### config.mk
export PLATFORM = sky130hd
export DESIGN_NAME = seq_restoring_div_flat
export DESIGN_NICKNAME = d
export VERILOG_FILES = /design/src/rtl/seq_restoring_div_if.sv /design/src/rtl/seq_restoring_div.sv /design/src/flat_wrapper.sv
export SDC_FILE = /design/constraint.sdc
export NUM_CORES = 1
export LEC_CHECK = 0
export ABC_AREA = 1
export CAP_MARGIN = 20
export CORE_MARGIN = 5
export CORE_UTILIZATION = 44
export CTS_CLUSTER_DIAMETER = 120
export DETAILED_ROUTE_END_ITERATION = 7
export GPL_TIMING_DRIVEN = 0
export HOLD_SLACK_MARGIN = 0.1
export PLACE_DENSITY_LB_ADDON = 0.3
export SETUP_SLACK_MARGIN = 0.02
export SYNTH_ARGS = -nofsm -noshare
export SYNTH_HDL_FRONTEND = slang
export SYNTH_SLANG_ARGS = --single-unit
### constraint.sdc
create_clock -name clk -period 2.8 [get_ports clk]
set_clock_uncertainty 0.15 [all_clocks]
set_input_delay 0.56 -clock clk [delete_from_list [all_inputs] [get_ports clk]]
set_output_delay 0.56 -clock clk [all_outputs]
set_load 0.05 [all_outputs]
### src/rtl/seq_restoring_div_if.sv
// Handshake bundle for seq_restoring_div: start/operands in, result/status out.
interface seq_restoring_div_if #(
  parameter int N = 4
);
  logic         start;
  logic [N-1:0] a;
  logic [N-1:0] b;
  logic [N-1:0] q;
  logic [N-1:0] r;
  logic         busy;
  logic         done;
  logic         dz;

  modport master (output start, a, b, input q, r, busy, done, dz);
  modport slave  (input start, a, b, output q, r, busy, done, dz);
endinterface

### src/rtl/seq_restoring_div.sv
// Unsigned restoring divider, one quotient bit per clock (q = a / b, r = a % b).
// Define DIVZERO_DETECT_EN to short-cut b == 0 straight to DONE and raise dz.
module seq_restoring_div #(
  parameter int N = 4
) (
  input  logic               clk,
  input  logic               rst_n,
  seq_restoring_div_if.slave io
);

`ifdef DIVZERO_DETECT_EN
  localparam bit DZ_EN = 1'b1;
`else
  localparam bit DZ_EN = 1'b0;
`endif

  localparam int CW = $clog2(N + 1);

  typedef enum logic [1:0] {IDLE, RUN, DONE} state_t;

  state_t        state_q, state_d;
  logic [N-1:0]  qs_q, qs_d;
  logic [N-1:0]  bs_q, bs_d;
  logic [N:0]    rs_q, rs_d;
  logic [CW-1:0] cnt_q, cnt_d;
  logic [N-1:0]  q_q, q_d;
  logic [N-1:0]  r_q, r_d;
  logic          busy_q, busy_d;
  logic          done_q, done_d;
  logic          dz_q, dz_d;
  logic          zpend_q, zpend_d;

  logic [N:0]    shifted;
  logic [N+1:0]  trial;
  logic          no_borrow;

  // Trial subtract as shifted + ~B + 1; the carry out is the "no borrow" flag.
  always_comb begin
    shifted   = {rs_q[N-1:0], qs_q[N-1]};
    trial     = {1'b0, shifted} + {1'b0, ~{1'b0, bs_q}} + (N+2)'(1);
    no_borrow = trial[N+1];
  end

  always_comb begin
    state_d = state_q;
    qs_d    = qs_q;
    bs_d    = bs_q;
    rs_d    = rs_q;
    cnt_d   = cnt_q;
    q_d     = q_q;
    r_d     = r_q;
    busy_d  = busy_q;
    done_d  = 1'b0;
    dz_d    = dz_q;
    zpend_d = zpend_q;

    case (state_q)
      IDLE, DONE: begin
        if (io.start) begin
          qs_d    = io.a;
          bs_d    = io.b;
          rs_d    = '0;
          cnt_d   = '0;
          busy_d  = 1'b1;
          dz_d    = 1'b0;
          zpend_d = DZ_EN && (io.b == '0);
          state_d = RUN;
        end else begin
          busy_d  = 1'b0;
          state_d = IDLE;
        end
      end
      RUN: begin
        if (zpend_q) begin
          // Zero divisor: report the same q/r the full algorithm would give.
          q_d     = '1;
          r_d     = qs_q;
          dz_d    = 1'b1;
          zpend_d = 1'b0;
          done_d  = 1'b1;
          busy_d  = 1'b0;
          state_d = DONE;
        end else if (cnt_q == CW'(N)) begin
          q_d     = qs_q;
          r_d     = rs_q[N-1:0];
          done_d  = 1'b1;
          busy_d  = 1'b0;
          state_d = DONE;
        end else begin
          rs_d  = no_borrow ? trial[N:0] : shifted;
          qs_d  = {qs_q[N-2:0], no_borrow};
          cnt_d = cnt_q + CW'(1);
        end
      end
      default: begin
        busy_d  = 1'b0;
        state_d = IDLE;
      end
    endcase
  end

  always_ff @(posedge clk or negedge rst_n) begin
    if (!rst_n) begin
      state_q <= IDLE;
      qs_q    <= '0;
      bs_q    <= '0;
      rs_q    <= '0;
      cnt_q   <= '0;
      q_q     <= '0;
      r_q     <= '0;
      busy_q  <= 1'b0;
      done_q  <= 1'b0;
      dz_q    <= 1'b0;
      zpend_q <= 1'b0;
    end else begin
      state_q <= state_d;
      qs_q    <= qs_d;
      bs_q    <= bs_d;
      rs_q    <= rs_d;
      cnt_q   <= cnt_d;
      q_q     <= q_d;
      r_q     <= r_d;
      busy_q  <= busy_d;
      done_q  <= done_d;
      dz_q    <= dz_d;
      zpend_q <= zpend_d;
    end
  end

  assign io.q    = q_q;
  assign io.r    = r_q;
  assign io.busy = busy_q;
  assign io.done = done_q;
`ifdef DIVZERO_DETECT_EN
  assign io.dz   = dz_q;
`else
  assign io.dz   = 1'b0;
`endif

endmodule

### src/flat_wrapper.sv
// flat-port wrapper written by rule: the top's interface ports become plain ports
module seq_restoring_div_flat 
#(
  parameter int N = 4
)
  (clk, rst_n, io_start, io_a, io_b, io_q, io_r, io_busy, io_done, io_dz);
  seq_restoring_div_if #(.N(N)) io_i ();
  input  logic clk;
  input  logic rst_n;
  input wire logic [$bits(io_i.start)-1:0] io_start;
  input wire logic [$bits(io_i.a)-1:0] io_a;
  input wire logic [$bits(io_i.b)-1:0] io_b;
  output wire logic [$bits(io_i.q)-1:0] io_q;
  output wire logic [$bits(io_i.r)-1:0] io_r;
  output wire logic [$bits(io_i.busy)-1:0] io_busy;
  output wire logic [$bits(io_i.done)-1:0] io_done;
  output wire logic [$bits(io_i.dz)-1:0] io_dz;
  assign io_i.start = io_start;
  assign io_i.a = io_a;
  assign io_i.b = io_b;
  assign io_q = io_i.q;
  assign io_r = io_i.r;
  assign io_busy = io_i.busy;
  assign io_done = io_i.done;
  assign io_dz = io_i.dz;
  seq_restoring_div #(.N(N)) u_core (.clk(clk), .rst_n(rst_n), .io(io_i));
endmodule
After elaboration in Yosys (flattened, before gate mapping) --
Index checks and enable logic that the tools add are counted.
Operators by class: reductions and logical operators 8, bitwise gates (word level) 1, eq/ne operators 7, $add $sub $neg 3, mux-type cells 30
Operators with widths (number):
- $mux 4 | 11
- $pmux 4 s2 | 2
- $mux 3 | 3
- $mux 1 | 8
- $add 5x5->6 | 1
- $add 6x1->6 const B | 1
- $ne 2x2->1 const B | 3
- $pmux 3 s2 | 1
- $reduce_and 2->1 | 3
- $not 4->5 | 1
- $mux 2 | 2
- $pmux 1 s2 | 2
- $pmux 2 s2 | 1
- $reduce_and 4->1 | 1
- $reduce_bool 2->1 | 2
- $add 3x1->3 const B | 1
- $eq 3x3->1 const B | 1
- $ne 3x1->1 const B | 1
- $eq 2x1->1 const B | 1
- $eq 2x2->1 const B | 1
- $logic_not 2->1 | 1
- $reduce_or 2->1 | 1
Storage, ports and cells: word-level logic and storage cells 59, output and inout bits 11, flip-flop bits (word level) 28

Longest topological paths before layout --
word-level depth 7, mapped depth 9

Worst setup path before layout --
No wires, ideal clock.
path type register -> register, start register, netlist name u_core.io.busy, end register u_core.r_q[2], in the netlist u_core.io.r[2], stages on the path, launching flop included 7, path buffers 1, clock period less this slack 1551 ps, slack 1249 ps, arrival 1281 ps, cells stage by stage dfrtp_1 -> nand2_2 -> nor2_4 -> inv_2 -> buf_6 -> nand2_1 -> o21ai_2
RTL lines:
- end signal: assignment | line seq_restoring_div.sv:122 | r_q <= r_d;
- end: declaration | line seq_restoring_div.sv:27 | logic [N-1:0] r_q, r_d;

Worst setup path after layout --
start register u_core.busy_q, in the netlist u_core.io.busy, end output port io_busy
RTL lines:
- start: declaration | line seq_restoring_div.sv:28 | logic busy_q, busy_d;
- start signal: assignment | line seq_restoring_div.sv:123 | busy_q <= busy_d;
- end: declaration | line flat_wrapper.sv:15 | output wire logic [$bits(io_i.busy)-1:0] io_busy;
No word-level cell between the ends.

==> results.sh <==
export IMPL_status="complete, no violations"
export IMPL_crit_fanout=3
export IMPL_relSlewSlack_pct=56.4
export IMPL_dp_final_hpwl_um=2030
export IMPL_leakage_nw=0.807
export IMPL_final_antenna_net_count=0
export IMPL_slew_violations=0
export IMPL_synth_top_cell_area_share_pct=49.1
export IMPL_crit_type="flop to output pin"
export IMPL_initial_utilization_pct=44.5
export IMPL_tns_ns=0
export IMPL_met3_usage_pct=2.43
export IMPL_top_usage_layer="met2"
export IMPL_portBuffers=20
export IMPL_insertion_delay_ns=0.32
export IMPL_htreeDepth=1
export IMPL_track_usage_pct=14.0
export IMPL_syn_cell_area_um2=1330
export IMPL_gp_congestion=0.919
export IMPL_drc_errors=0
export IMPL_max_freq_ghz=0.445
export IMPL_critPathMaxStageDelay_ns=0.81
export IMPL_worstPathArrival_ns=1.54
export IMPL_drive_gt1_share_pct=19.4
export IMPL_grt_pass1_vias=1057
export IMPL_final_common_cell="nand2_1"
export IMPL_fp_row_count=20
export IMPL_ir_worst_vdd_mv=0.396
export IMPL_syn_avg_cell_area_um2=9.14
export IMPL_cts_tree="done"
export IMPL_syn_nets=163
export IMPL_required_ns=2.09
export IMPL_synth_edff_count=0
export IMPL_num_antenna_cells=0
export IMPL_clock_sinks=26
export IMPL_grt_pass1_wl_um=4640
export IMPL_yosysTopAreaCell="dfrtp_1"
export IMPL_power_density_nw_per_um2=1330
export IMPL_drt_initial_drc_count=34
export IMPL_power_mw=2.15
export IMPL_async_flop_share_pct=100
export IMPL_finalCritPeriodShare_pct=80.3
export IMPL_setup_viol_count_final=0
export IMPL_hold_class="flop to flop"
export IMPL_coreArea_um2=2980
export IMPL_synth_seq_cells=26
export IMPL_nNetsFinal=189
export IMPL_yosysWarnings=0
export IMPL_worstMarginPinSlew_ns=0.652
export IMPL_start_kind="flop"
export IMPL_antenna_found_initial=0
export IMPL_via_count=1010
export IMPL_cts_root_buf="clkbuf_4"
export IMPL_synthCells=145
export IMPL_post_synth_main_area_contributors="dfrtp_1 (49%), nand2_1 (10%), inv_1 (5.9%), ha_1 (5.7%), o21ai_2 (5.3%)"
export IMPL_dieHeight_um=64.9
export IMPL_ioPinCount=22
export IMPL_gr_usage_met1_pct=17.1
export IMPL_cp_slowest_cell="clkdlybuf4s50_1"
export IMPL_grtUsageMet2_pct=24.5
export IMPL_first_pass_iters=4
export IMPL_crit_chain="clkdlybuf4s50_1"
export IMPL_cts_hold_buf=0
export IMPL_grt_setup_unrepaired="no"
export IMPL_dieArea_um2=4210
export IMPL_min_period_ns=2.25
export IMPL_cpLargestDelayFamily="buffers and inverters"
export IMPL_grt_max_degree=15
export IMPL_routedWlPerCell_um=12.4
export IMPL_clk_pin_slew_ns=0.14
export IMPL_yosys_cell_types_count=26
export IMPL_cts_buffers=3
export IMPL_syn_to_final_growth_pct=22.1
export IMPL_regToRegSetupSlack_ns=1.18
export IMPL_worst_path_buf_inv=1
export IMPL_hold_viol_final=0
export IMPL_via_per_inst=4.98
export IMPL_cts_resized=0
export IMPL_die_width_um=64.9
export IMPL_ys_flop_type="dfrtp_1"
export IMPL_wl_um=2530
export IMPL_grt_ovfl_total=0
export IMPL_ys_seq_area_share_pct=49.1
export IMPL_clockBufferDepth=2
export IMPL_most_common_layout_cells="nand2_1 (37), dfrtp_1 (26), inv_1 (21), clkdlybuf4s50_1 (20)"
export IMPL_post_cts_buffers=0
export IMPL_critPathCaptureType="output pin"
export IMPL_drv_cap=0
flip-flops by register name, summed over array words and instances, names as in the netlist:
| register | count |
|---|---|
| u_core.rs_q | 4 |
| u_core.io.r | 4 |
| u_core.qs_q | 4 |
| u_core.io.q | 4 |
| u_core.bs_q | 4 |
| u_core.io.done | 1 |
| u_core.cnt_q | 3 |
| u_core.state_q | 1 |
| u_core.io.busy | 1 |
report_power, final:
part           switching, mW  leakage, nW  internal, mW
clock network          0.111       0.0210        0.0795
logic                  0.854        0.464         0.459
registers             0.0975        0.322         0.554
total                   1.06        0.807          1.09
cell type report:
| cell class | instances | area, um^2 |
|---|---|---|
| flip-flops and latches | 26 | 651 |
| multi-input cells | 91 | 557 |
| repair buffers | 21 | 215 |
| inverters | 25 | 93.8 |
| plain buffers | 3 | 23.8 |
| well taps | 33 | 41.3 |
| clock buffers | 4 | 36.3 |
| fillers | 287 | 1360 |
metal layers:
metal | routed length [um] | share of wire, %
met1 | 1090 | 43
met2 | 1260 | 50
met3 | 134 | 5.3
met4 | 44 | 1.7
met5 | 0 | 0
synth_stat cells (3+ instances only):
cell type	n
nand2_2	6
inv_2	4
o21ai_0	8
nand4_1	3
ha_1	6
nand2_1	37
nand3_1	3
nor2_4	3
o21ai_2	8
inv_1	21
dfrtp_1	26
worst paths after layout:
path	depth (start not counted)	from	end
max	1	u_core.io.busy	io_busy
min	2	u_core.io.r[3]	u_core.io.r[3]
max reg2reg	8	u_core.rs_q[2]	u_core.rs_q[1]
min reg2reg	2	u_core.io.r[3]	u_core.io.r[3]
max in group asynchronous	2	rst_n	u_core.io.r[1]
min in group asynchronous	1	rst_n	u_core.qs_q[2]
kinds of logic after synthesis:
group                    after synthesis  synth area share [%]
flip-flops                            26                  49.1
other                                  1                 0.283
AND/OR/NAND/NOR                       59                  22.2
XOR/XNOR                               1                 0.661
AO/OA/AOI/OAI                         23                  11.7
buffers and inverters                 28                  8.88
adder cells (fa/ha/maj)                7                  7.18
per-stage QoR:
stage | hold WS (ns) | setup WS, ns | instances | util (%) | area (um^2)
2_1_floorplan | 0.114 | 1.25 | 145 | - | 1330
4_1_cts | 0.346 | 0.549 | 203 | 54.3 | 1620
5_1_grt | 0.386 | 0.505 | 203 | 54.3 | 1620
3_5_place_dp | 0.315 | 0.905 | 199 | 53.1 | 1580
6_report | 0.344 | 0.551 | 203 | 54.3 | 1620
3_3_place_gp | 0.306 | 0.711 | 198 | 52.6 | 1570
(Power assumes the default switching activity.)
